==> config.mk <==
export PLATFORM = sky130hd
export DESIGN_NAME = shot_scheduler
export DESIGN_NICKNAME = d
export VERILOG_FILES = /design/src/rtl/shot_scheduler.sv
export SDC_FILE = /design/constraint.sdc
export NUM_CORES = 1
export LEC_CHECK = 0
export BUFFER_PORTS_ARGS = -buffer_cell sky130_fd_sc_hd__clkbuf_2
export CAP_MARGIN = 5
export CORE_MARGIN = 3
export CORE_UTILIZATION = 55
export DETAILED_ROUTE_END_ITERATION = 8
export HOLD_SLACK_MARGIN = 0.05
export PLACE_DENSITY_LB_ADDON = 0.1
export SYNTH_ARGS = -nofsm -noshare
export SYNTH_HDL_FRONTEND = slang
export SYNTH_SLANG_ARGS = --single-unit
==> constraint.sdc <==
create_clock -name clk -period 6.4 [get_ports clk]
set_input_delay 0.96 -clock clk [delete_from_list [all_inputs] [get_ports clk]]
set_output_delay 0.96 -clock clk [all_outputs]
set_load 0.02 [all_outputs]
==> src/rtl/shot_scheduler.sv <==
// Shot arbiter for two tanks sharing one bullet engine: reload pacing, round-robin grant,
// engine handshake, damage and game-over. Optional engine watchdog under SHOT_TIMEOUT_EN.
module shot_scheduler #(
   parameter int unsigned RELOAD_TICKS   = 13000000,
   parameter int unsigned RELOAD_STEPS   = 9,
   parameter int unsigned HP_INIT        = 150,
   parameter int unsigned DAMAGE         = 15,
   parameter int unsigned TIMEOUT_CYCLES = 24'hFF_FFFF
) (
   input  logic       clk,
   input  logic       rst,
   input  logic       enable,
   input  logic       fire_a,
   input  logic       fire_b,
   input  logic [1:0] dir_a,
   input  logic [1:0] dir_b,
   input  logic       eng_done,
   input  logic       eng_hit_tank,
   input  logic       eng_hit_obst,
   output logic       eng_start,
   output logic       eng_owner,
   output logic [1:0] eng_dir,
   output logic [3:0] reload_a,
   output logic [3:0] reload_b,
   output logic [7:0] hp_a,
   output logic [7:0] hp_b,
   output logic       game_over,
   output logic       winner,
   output logic       shot_timeout
);

   typedef enum logic [2:0] {S_IDLE, S_START, S_WAIT, S_RESOLVE, S_OVER} state_t;

   localparam logic [23:0] TICK_LAST   = 24'(RELOAD_TICKS - 1);
   localparam logic [3:0]  RELOAD_INIT = 4'(RELOAD_STEPS);
   localparam logic [7:0]  HP_START    = 8'(HP_INIT);
   localparam logic [7:0]  DMG         = 8'(DAMAGE);

   state_t      state_q, state_d;
   logic [23:0] presc_q, presc_d;
   logic [3:0]  reload_a_q, reload_a_d;
   logic [3:0]  reload_b_q, reload_b_d;
   logic [7:0]  hp_a_q, hp_a_d;
   logic [7:0]  hp_b_q, hp_b_d;
   logic        owner_q, owner_d;
   logic [1:0]  dir_q, dir_d;
   logic        start_q, start_d;
   logic        rr_last_q, rr_last_d;
   logic        hit_tank_q, hit_tank_d;
   logic        game_over_q, game_over_d;
   logic        winner_q, winner_d;

   logic        elig_a, elig_b, grant_b;
   logic [7:0]  target_hp, new_hp;

   // An obstacle hit or edge hit resolves exactly like a miss.
   logic        obst_unused;
   assign obst_unused = eng_hit_obst;

`ifdef SHOT_TIMEOUT_EN
   localparam logic [23:0] WDOG_LAST = 24'(TIMEOUT_CYCLES - 1);
   logic [23:0] wdog_q, wdog_d;
   logic        shot_timeout_q, shot_timeout_d;
`else
   logic        timeout_unused;
   assign timeout_unused = ^24'(TIMEOUT_CYCLES);
`endif

   always_comb begin
      state_d     = state_q;
      presc_d     = presc_q;
      reload_a_d  = reload_a_q;
      reload_b_d  = reload_b_q;
      hp_a_d      = hp_a_q;
      hp_b_d      = hp_b_q;
      owner_d     = owner_q;
      dir_d       = dir_q;
      start_d     = 1'b0;
      rr_last_d   = rr_last_q;
      hit_tank_d  = hit_tank_q;
      game_over_d = game_over_q;
      winner_d    = winner_q;
`ifdef SHOT_TIMEOUT_EN
      wdog_d         = '0;
      shot_timeout_d = 1'b0;
`endif

      elig_a    = fire_a && (reload_a_q == '0) && enable && !game_over_q;
      elig_b    = fire_b && (reload_b_q == '0) && enable && !game_over_q;
      grant_b   = elig_b && (!elig_a || !rr_last_q);
      target_hp = owner_q ? hp_a_q : hp_b_q;
      new_hp    = (target_hp <= DMG) ? '0 : target_hp - DMG;

      // Shared reload pacing; frozen once the game is decided.
      if (!game_over_q) begin
         if (!enable) begin
            presc_d    = '0;
            reload_a_d = RELOAD_INIT;
            reload_b_d = RELOAD_INIT;
         end else if (presc_q == TICK_LAST) begin
            presc_d = '0;
            if (reload_a_q != '0) reload_a_d = reload_a_q - 4'd1;
            if (reload_b_q != '0) reload_b_d = reload_b_q - 4'd1;
         end else begin
            presc_d = presc_q + 24'd1;
         end
      end

      case (state_q)
         S_IDLE: begin
            if (elig_a || elig_b) begin
               owner_d   = grant_b;
               dir_d     = grant_b ? dir_b : dir_a;
               rr_last_d = grant_b;
               if (grant_b) reload_b_d = RELOAD_INIT;
               else         reload_a_d = RELOAD_INIT;
               start_d   = 1'b1;
               state_d   = S_START;
            end
         end
         S_START: begin
            if (eng_done) begin
               hit_tank_d = eng_hit_tank;
               state_d    = S_RESOLVE;
            end else begin
               state_d = S_WAIT;
            end
         end
         S_WAIT: begin
            if (eng_done) begin
               hit_tank_d = eng_hit_tank;
               state_d    = S_RESOLVE;
            end
`ifdef SHOT_TIMEOUT_EN
            else if (wdog_q == WDOG_LAST) begin
               shot_timeout_d = 1'b1;
               state_d        = S_IDLE;
            end else begin
               wdog_d = wdog_q + 24'd1;
            end
`endif
         end
         S_RESOLVE: begin
            state_d = S_IDLE;
            if (hit_tank_q) begin
               if (owner_q) hp_a_d = new_hp;
               else         hp_b_d = new_hp;
               if (new_hp == '0) begin
                  game_over_d = 1'b1;
                  winner_d    = owner_q;
                  state_d     = S_OVER;
               end
            end
         end
         S_OVER:  state_d = S_OVER;
         default: state_d = S_IDLE;
      endcase
   end

   always_ff @(posedge clk) begin
      if (rst) begin
         state_q     <= S_IDLE;
         presc_q     <= '0;
         reload_a_q  <= RELOAD_INIT;
         reload_b_q  <= RELOAD_INIT;
         hp_a_q      <= HP_START;
         hp_b_q      <= HP_START;
         owner_q     <= 1'b0;
         dir_q       <= '0;
         start_q     <= 1'b0;
         rr_last_q   <= 1'b1;
         hit_tank_q  <= 1'b0;
         game_over_q <= 1'b0;
         winner_q    <= 1'b0;
      end else begin
         state_q     <= state_d;
         presc_q     <= presc_d;
         reload_a_q  <= reload_a_d;
         reload_b_q  <= reload_b_d;
         hp_a_q      <= hp_a_d;
         hp_b_q      <= hp_b_d;
         owner_q     <= owner_d;
         dir_q       <= dir_d;
         start_q     <= start_d;
         rr_last_q   <= rr_last_d;
         hit_tank_q  <= hit_tank_d;
         game_over_q <= game_over_d;
         winner_q    <= winner_d;
      end
   end

`ifdef SHOT_TIMEOUT_EN
   always_ff @(posedge clk) begin
      if (rst) begin
         wdog_q         <= '0;
         shot_timeout_q <= 1'b0;
      end else begin
         wdog_q         <= wdog_d;
         shot_timeout_q <= shot_timeout_d;
      end
   end
   assign shot_timeout = shot_timeout_q;
`else
   assign shot_timeout = 1'b0;
`endif

   assign eng_start = start_q;
   assign eng_owner = owner_q;
   assign eng_dir   = dir_q;
   assign reload_a  = reload_a_q;
   assign reload_b  = reload_b_q;
   assign hp_a      = hp_a_q;
   assign hp_b      = hp_b_q;
   assign game_over = game_over_q;
   assign winner    = winner_q;

endmodule
==> results.txt, run 1 <==
final hold violations -> 0
leakage power -> 1.25 nW
asr flop ratio synth -> 0%
logic gate share of total power -> 2.3%
Internal Pwr Total -> 0.562 mW
type of the tightest min-delay check -> reg2reg
Hold Slack -> 0.479 ns
vias -> 2752
GRT Residual Overflow -> 0
Multi-input gate area -> 1780 um^2
die height -> 80.8 um
Critical Path AT -> 2.96 ns
top-count cell post-synth -> dfxtp_1
CTS Buf Count -> 9
WS Path Type -> reg2reg
max_slew headroom -> 39.0%
CTS tree -> yes
total power divided by cell area -> 206 nW/um^2
fmax -> 0.365 GHz
clk_lat worst skew -> 0.33 ns
clk sinks -> 59
crit-path max cell delay -> 0.91 ns
Design Power -> 0.718 mW
Layout fillers -> 485
All-Layer GR Usage -> 22.4%
Gate Count Post-Synth -> 370
first drt pass iteration count -> 4
pin count of the biggest net entering global routing -> 33
Initial DRC Count -> 119
outcome -> finished, final reports clean
Setup WS post-layout -> 3.66 ns
Switching Share -> 21.7%
cell taking the most area after synthesis -> dfxtp_1
Slew @ Worst Pin -> 0.914 ns
commonest cells in the netlist -> dfxtp_1 (59), nor2_1 (51), nand2_1 (28)
part of the power in the clock network -> 46.3%
fin. max-slew vios -> 0
Final Skew -> 0.00686 ns
Yosys top cell area share -> 38.4%
H-tree level count -> 3
first-pass GRT wire length -> 11700 um
die width -> 80.8 um
post-cts repair resize count -> 0
Total Wirelength -> 6690 um
area of the mapped netlist -> 3080 um^2
Via density -> 5.75
port buffer count -> 40
setup bufs post-CTS -> 0
DIE AREA -> 6530 um^2
number of synthesized flops with an enable pin -> 0
CTS max path bufs -> 2
post-synthesis cell type count -> 53
Warnings, synthesis -> 0
Tmin final -> 2.74 ns
Place WS -> 3.68 ns
P&R area growth vs syn -> 13.2%
Most used DFF post-synth -> dfxtp_1
CORE AREA -> 5270 um^2
setup_tns -> 0 ns
Mapped Nets -> 387
Reg power frac -> 51.3%
required time of the critical path -> 6.62 ns
final core utilization -> 66.1%
initial antenna violation count -> 0
share of post-route cells with drive strength above 1 -> 15.4%
DP HPWL -> 4690 um
worst-path cell chain -> mux2_2, ha_1, nand4_1, nand2_1, o221ai_1, o31a_1, nand4b_1, mux2i_1
Placer Congestion -> 0.811
Final #Nets -> 421
CP max-delay cell -> dfxtp_1
vias in the first global route -> 2588
drt wl/cell -> 14.0 um
register area share after synthesis -> 38.4%
CP Capture Type -> flop
hold buffers post-CTS -> 0
initial cell density of the core -> 58.4%
Critical Path Start Type -> flop
Worst VDD drop -> 130 uV
Post-route DRC -> 0
ant diodes -> 0
period utilisation layout -> 42.8%
unrepaired setup endpoints after global routing -> no
Antenna Nets Post-Route -> 0
Reg area -> 1180 um^2
CP max FO -> 25
IO Count -> 43
Syn Area/Cell -> 8.32 um^2
Synth Register Bits -> 59
clk root buf -> clkbuf_8
cell row count -> 26
Psw -> 0.156 mW
clock-pin slew on the worst setup and hold paths -> 0.07 ns
Final Setup Violations -> 0
largest cells by area after synthesis -> dfxtp_1 (38%), nor2_1 (6.2%), xnor2_1 (4.0%)
max-cap violation count -> 0
[through the flow]
stage	std cells	instance area, um^2
6_report	479	3480
5_1_grt	479	3480
4_1_cts	479	3480
3_5_place_dp	463	3290
3_3_place_gp	463	3290
2_1_floorplan	370	3080
[flip-flops by register name, summed over array words and instances (netlist names)]
register	flops
presc_q	24
hp_b	8
eng_owner	1
hp_a	8
winner	1
eng_start	1
hit_tank_q	1
eng_dir	2
reload_a	4
rr_last_q	1
game_over	1
state_q	3
reload_b	4
[worst paths after layout]
check                  from     end  slack (ns)  cells after the start
setup / recovery  eng_owner  winner        3.66                      8
hold / removal       winner  winner        0.48                      2
setup reg to reg  eng_owner  winner        3.66                      8
hold reg to reg      winner  winner        0.48                      2
[metal layers]
metal / part of all wire, % / track usage, %
met1: 50 / 30.2
met5: 0 / 0
met4: 1.5 / 8.45
met2: 44 / 35.5
met3: 3.9 / 4.43
[layout by cell type, fill, tap and decap left out, types with 7 or more instances in the layout]
cell type  synthesis  layout
a21boi_0           7       7
nor3_1             9       9
nand2b_1           9       9
a21oi_1           13      13
a211oi_1           9       9
xnor2_1           14      14
nand3_1           11      11
mux2i_1            9       9
nor2_1            51      51
nand2_1           28      28
dfxtp_1           59      59
clkbuf_8           0      10
xor2_1             8       8
o21ai_0           20      20
nand4_1            9       9
nor4_1             8       8
clkbuf_2           0      40
inv_1             10      10
[critical path: cells and delay by family, from the launching register on]
family                     cells  cell delay, ns
AOI/OAI and AO/OA              2            0.41
adders and majority gates      1            0.28
DFF                            1            0.91
muxes                          2            0.59
and+or+nand+nor                3            0.44
[logic make-up after synthesis]
logic type	share of synthesized area (%)
fa+ha+maj	2.03
compound gates	17.2
buf+inv	3.70
other cells	0.122
flops	38.4
simple gates	27.5
xor+xnor	6.26
mux	4.76
[cell type report]
type	instances	share of cell area, %
well taps	70	2.52
clock buffers	11	4.06
flip-flops and latches	59	33.9
multi-input cells	284	51.2
clock inverters	5	1.51
repair buffers	40	5.75
inverters	10	1.08
[power groups by stage]
| stage | combinational [mW] | sequential [mW] | clock (mW) |
|---|---|---|---|
| 6_report | 0.0168 | 0.368 | 0.333 |
| 5_1_grt | 0.0188 | 0.368 | 0.357 |
| 4_1_cts | 0.0169 | 0.368 | 0.340 |
| 3_5_place_dp | 0.0167 | 0.377 | 0 |
| 3_3_place_gp | 0.0167 | 0.377 | 0 |
| 2_1_floorplan | 0.0113 | 0.377 | 0 |
Note: power is estimated with default switching activity, not from simulation.
==> run 2: changes to the inputs <==
==> constraint.sdc (replaced) <==
create_clock -name clk -period 2.6 [get_ports clk]
set_input_delay 0.39 -clock clk [delete_from_list [all_inputs] [get_ports clk]]
set_output_delay 0.39 -clock clk [all_outputs]
set_load 0.02 [all_outputs]
==> run 2 against run 1 <==
Effect of this change: final area is 2.1% higher; utilization is 1.4 points higher; critical path depth stayed put; wire length is 1.9% higher; non-clock buffer count is 10 higher; highest routed layer unchanged; sequential cell count stayed put; maximum frequency is 19% higher; sequential share of layout area is 0.69 points lower.
==> results.txt, run 2 (synthesis results as in run 1) <==
IO Count -> 43 (unchanged)
CTS Buf Count -> 9 (unchanged)
Via density -> 5.78 (+0.66%)
final hold violations -> 0 (unchanged)
placed cells -> 473 (+2.2%)
WP buf/inv -> 0 (unchanged)
Post-route DRC -> 0 (unchanged)
Setup WS post-layout -> 0.299 ns (-3.36 ns)
post-cts repair resize count -> 0 (unchanged)
CP Capture Type -> flop
CORE AREA -> 5270 um^2 (unchanged)
commonest non-fill, non-tap cell in the layout -> dfxtp_1
CP max-delay cell -> dfxtp_1
ant diodes -> 0 (unchanged)
outcome -> finished, final reports clean
Slew @ Worst Pin -> 0.630 ns (-0.283 ns)
period utilisation layout -> 88.5% (+46 points)
CP max FO -> 9 (-64%)
Non-Filler Instances -> 489 (+2.1%)
P&R area growth vs syn -> 15.5%
initial antenna violation count -> 0 (unchanged)
commonest cells after routing, fill and taps aside -> dfxtp_1 (59), nor2_1 (51), clkbuf_2 (40), nand2_1 (28), o21ai_0 (20)
first drt pass iteration count -> 4 (unchanged)
Place WS -> 0.329 ns (-3.35 ns)
CTS max path bufs -> 2 (unchanged)
leakage power -> 1.30 nW (+4.2%)
Placer Congestion -> 0.841 (+3.7%)
die width -> 80.8 um (unchanged)
port buffer count -> 40 (unchanged)
Critical Path Start Type -> flop
initial cell density of the core -> 58.4% (unchanged)
Antenna Nets Post-Route -> 0 (unchanged)
Total Wirelength -> 6820 um (+1.9%)
setup bufs post-CTS -> 0 (unchanged)
drt wl/cell -> 13.9 um (-0.20%)
GRT Residual Overflow -> 0 (unchanged)
Final Setup Violations -> 0 (unchanged)
H-tree level count -> 3 (unchanged)
total power divided by cell area -> 491 nW/um^2 (+140%)
placed cell areas -> 3360 um^2 (+2.3%)
Biggest register -> presc_q
cell row count -> 26 (unchanged)
R2R Setup Slk -> 0.30 ns (-3.36 ns)
Final #Nets -> 431 (+2.4%)
die height -> 80.8 um (unchanged)
hold buffers post-CTS -> 0 (unchanged)
fin area -> 3550 um^2 (+2.1%)
CTS tree -> yes
max-cap violation count -> 0 (unchanged)
first-pass GRT wire length -> 11500 um (-1.7%)
required time of the critical path -> 2.81 ns (-3.81 ns)
Initial DRC Count -> 114 (-4.2%)
max_slew headroom -> 58.0% (+19 points)
Tmin final -> 2.30 ns (-0.441 ns)
vias -> 2828 (+2.8%)
share of post-route cells with drive strength above 1 -> 17.2% (+1.8 points)
WS Path Type -> reg2reg
type of the tightest min-delay check -> in2reg
clk_lat worst skew -> 0.33 ns (about the same)
Final Skew -> 0.00747 ns (+0.000610 ns)
crit-path max cell delay -> 0.50 ns (-0.41 ns)
DP HPWL -> 4860 um (+3.6%)
DIE AREA -> 6530 um^2 (unchanged)
setup_tns -> 0 ns (unchanged)
clock-pin slew on the worst setup and hold paths -> 0.07 ns (about the same)
pin count of the biggest net entering global routing -> 33 (unchanged)
number of flip-flops in the largest register -> 24 (unchanged)
All-Layer GR Usage -> 22.4% (-0.026 points)
unrepaired setup endpoints after global routing -> no
clk sinks -> 59 (unchanged)
Critical Path AT -> 2.52 ns (-0.44 ns)
Worst path top cell family by delay -> multiplexers
fin. max-slew vios -> 0 (unchanged)
clk root buf -> clkbuf_8
fmax -> 0.435 GHz (+19%)
worst-path cell chain -> mux2_2, ha_1, nand4_1, nand2_1, o221ai_1, o31a_1, nand4b_1, mux2i_1
Worst VDD drop -> 371 uV (+180%)
vias in the first global route -> 2541 (-1.8%)
==> run 2: where the power goes <==
| group | internal [mW] | switching [mW] | leakage [nW] | total (mW) |
|---|---|---|---|---|
| clock network | 0.450 | 0.343 | 0.0997 | 0.793 |
| logic | 0.0161 | 0.0282 | 0.728 | 0.0443 |
| registers | 0.905 | 0.00175 | 0.476 | 0.907 |
| total | 1.37 | 0.373 | 1.30 | 1.74 |
==> run 2: stage by stage <==
stage                     hold slack [ns]  power (mW)  util [%]
final                               0.314        1.74      67.5
after global routing                0.317        1.80      67.5
after CTS                           0.305        1.77      67.5
after detailed placement            0.473       0.971      63.8
after global placement              0.464       0.971      63.8
after floorplan                     0.447       0.955         -
==> run 2: area by class of cell <==
cell class	count	area [um^2]
inverter	10	37.5
timing repair buffer	50	275
tap	70	87.6
clock buffer	15	186
sequential	59	1180
multi-input combinational	284	1780
clock inverter	1	5.00
fill	449	1720
==> run 2: final timing paths <==
path / to / from / cells after the start
min reg2reg: hp_a[7] / hp_a[7] / 2
max: winner / eng_owner / 8
min: hit_tank_q / eng_hit_tank / 3
max reg2reg: winner / eng_owner / 8
==> run 2: metal layers <==
layer | track usage (%) | share of wire [%]
met1 | 31.0 | 50
met2 | 33.1 | 44
met3 | 4.66 | 4.7
met4 | 10.6 | 1.9
met5 | 0 | 0
==> run 2: worst min-delay path, cell delays in order <==
cell and delay (ns):
clkbuf_2 0.08, mux2i_1 0.05, nor2_1 0.09
==> run 3: changes to the inputs <==
--- a/config.mk
+++ b/config.mk
@@ -6,9 +6,9 @@
 export NUM_CORES = 1
 export LEC_CHECK = 0
 export BUFFER_PORTS_ARGS = -buffer_cell sky130_fd_sc_hd__clkbuf_2
-export CAP_MARGIN = 5
+export CAP_MARGIN = 10
 export CORE_MARGIN = 3
-export CORE_UTILIZATION = 55
+export CORE_UTILIZATION = 50
 export DETAILED_ROUTE_END_ITERATION = 8
 export HOLD_SLACK_MARGIN = 0.05
 export PLACE_DENSITY_LB_ADDON = 0.1
==> constraint.sdc (replaced) <==
create_clock -name clk -period 2.7 [get_ports clk]
set_input_delay 0.405 -clock clk [delete_from_list [all_inputs] [get_ports clk]]
set_output_delay 0.405 -clock clk [all_outputs]
set_load 0.02 [all_outputs]
==> run 3 against run 2 <==
Effect of this change: sequential share of layout area up 0.60 points; clock power down 17%; total power fell by 9.7%; worst hold slack improved by 0.016 ns; wire length rose by 2.1%; critical path depth did not move; combinational power fell by 6.3%; clock skew down 0.0040 ns; largest cell class unchanged.
==> results.txt, run 3 (synthesis results as in run 1) <==
outcome -> finished, final reports clean
CTS max path bufs -> 2 (unchanged)
CP Capture Type -> flop
clk sinks -> 59 (unchanged)
CTS tree -> yes
leakage power -> 1.26 nW (-3.0%)
Critical Path AT -> 2.54 ns (+0.02 ns)
unrepaired setup endpoints after global routing -> no
vias in the first global route -> 2677 (+5.4%)
commonest cells after routing, fill and taps aside -> dfxtp_1 (59), nor2_1 (51), clkbuf_2 (40), nand2_1 (28), o21ai_0 (20)
final core utilization -> 60.8% (-6.6 points)
part of the power in the clock network -> 41.9% (-3.6 points)
setup bufs post-CTS -> 0 (unchanged)
H-tree level count -> 3 (unchanged)
worst r2r src -> eng_owner
fin. max-slew vios -> 0 (unchanged)
Slew @ Worst Pin -> 0.662 ns (+0.0311 ns)
share of post-route cells with drive strength above 1 -> 15.7% (-1.4 points)
Setup WS post-layout -> 0.383 ns (+0.0833 ns)
period utilisation layout -> 85.8% (-2.7 points)
Antenna Nets Post-Route -> 0 (unchanged)
first-pass GRT wire length -> 12300 um (+6.7%)
initial antenna violation count -> 0 (unchanged)
IO Count -> 43 (unchanged)
CTS Buf Count -> 9 (unchanged)
ant diodes -> 0 (unchanged)
RR Endpoint -> winner
Tmin final -> 2.32 ns (+0.0167 ns)
CP max FO -> 10 (+1)
final hold violations -> 0 (unchanged)
clock-pin slew on the worst setup and hold paths -> 0.06 ns (about the same)
Final #Nets -> 428 (-0.70%)
max_slew headroom -> 55.8% (-2.1 points)
Psw -> 0.345 mW (-7.5%)
max-cap violation count -> 0 (unchanged)
die width -> 84.4 um (+4.5%)
HP Start -> eng_hit_tank
commonest non-fill, non-tap cell in the layout -> dfxtp_1
required time of the critical path -> 2.92 ns (+0.11 ns)
Final Skew -> 0.00349 ns (-0.00398 ns)
logic gate share of total power -> 2.6% (about the same)
P&R area growth vs syn -> 13.5%
Biggest register -> presc_q
Final Setup Violations -> 0 (unchanged)
total power divided by cell area -> 451 nW/um^2 (-8.1%)
clk root buf -> clkbuf_8
Switching Share -> 21.9% (+0.52 points)
Reg2Reg Depth -> 8 (unchanged)
Reg power frac -> 55.5% (+3.5 points)
DP HPWL -> 4850 um (-0.10%)
Internal Pwr Total -> 1.23 mW (-10%)
R2R Setup Slk -> 0.38 ns (+0.08 ns)
Worst VDD drop -> 269 uV (-27%)
WS Path Type -> reg2reg
GRT Residual Overflow -> 0 (unchanged)
cell row count -> 27 (+3.8%)
CORE AREA -> 5740 um^2 (+9.0%)
Min-Delay Endpoint -> hit_tank_q
Place WS -> 0.414 ns (+0.0848 ns)
Hold Slack -> 0.329 ns (+0.0157 ns)
post-cts repair resize count -> 0 (unchanged)
drt wl/cell -> 14.3 um (+2.9%)
pin count of the biggest net entering global routing -> 33 (unchanged)
initial cell density of the core -> 53.6% (-4.8 points)
All-Layer GR Usage -> 20.8% (-1.5 points)
vias -> 2782 (-1.6%)
fmax -> 0.432 GHz (-0.72%)
DIE AREA -> 7130 um^2 (+9.2%)
die height -> 84.4 um (+4.5%)
Critical Path Start Type -> flop
setup_tns -> 0 ns (unchanged)
clk_lat worst skew -> 0.33 ns (about the same)
number of flip-flops in the largest register -> 24 (unchanged)
Design Power -> 1.58 mW (-9.7%)
hold buffers post-CTS -> 0 (unchanged)
worst hold stages -> 3 (unchanged)
type of the tightest min-delay check -> in2reg
Post-route DRC -> 0 (unchanged)
port buffer count -> 40 (unchanged)
Total Wirelength -> 6960 um (+2.1%)
Placer Congestion -> 0.802 (-4.6%)
first drt pass iteration count -> 4 (unchanged)
Via density -> 5.74 (-0.82%)
Initial DRC Count -> 86 (-25%)
Layout fillers -> 538 (+20%)
-- run 3: changes by cell type in the layout (fill, tap and decap cells not counted), sizes merged --
cell,delta
buf,-3
clkbuf,-2
clkinv,-1
-- run 3: worst max path at each step --
stage               from   endpoint  depth (start not counted)  slack [ns]
6_report       eng_owner     winner                          8        0.38
2_1_floorplan  eng_owner     winner                         11       0.002
3_3_place_gp   eng_owner     winner                          8        0.44
3_5_place_dp   eng_owner     winner                          8        0.41
4_1_cts        eng_owner     winner                          8        0.38
5_1_grt        eng_owner  game_over                          8        0.18
-- run 3: power groups by stage --
stage	clock, mW	combinational (mW)	sequential [mW]
6_report	0.660	0.0415	0.874
5_1_grt	0.724	0.0464	0.873
4_1_cts	0.682	0.0419	0.874
3_5_place_dp	0	0.0417	0.893
3_3_place_gp	0	0.0412	0.893
2_1_floorplan	0	0.0267	0.893
-- run 3: through the flow --
stage	instances	cell area [um^2]
global placement	472	3340
CTS	485	3490
finish	485	3490
detailed placement	472	3340
global route	485	3490
floorplan	370	3080
-- run 3: cell type report --
cell class / instances / area (um^2) / area share [%]
multi-input combinational: 284 / 1780 / 51.0
sequential: 59 / 1180 / 33.8
timing repair buffer: 47 / 253 / 7.24
clock buffer: 13 / 149 / 4.26
tap: 72 / 90.1 / 2.58
inverter: 10 / 37.5 / 1.07
-- run 3: worst max-delay path, stage by stage, from the launching register on --
cell and delay [ns]:
dfxtp_1 0.54, mux2_2 0.40, ha_1 0.29, nand4_1 0.12
nand2_1 0.12, o221ai_1 0.18, o31a_1 0.22, nand4b_1 0.19
mux2i_1 0.16
-- run 3: metal layers --
metal  wire length, um  vias to the layer above  GRT usage [%]
met4                51                        0           5.04
met1              3480                     1310           28.0
li1                  -                     1416              -
met5                 0                        -              0
met2              3100                       52           32.6
met3               327                        4           6.77
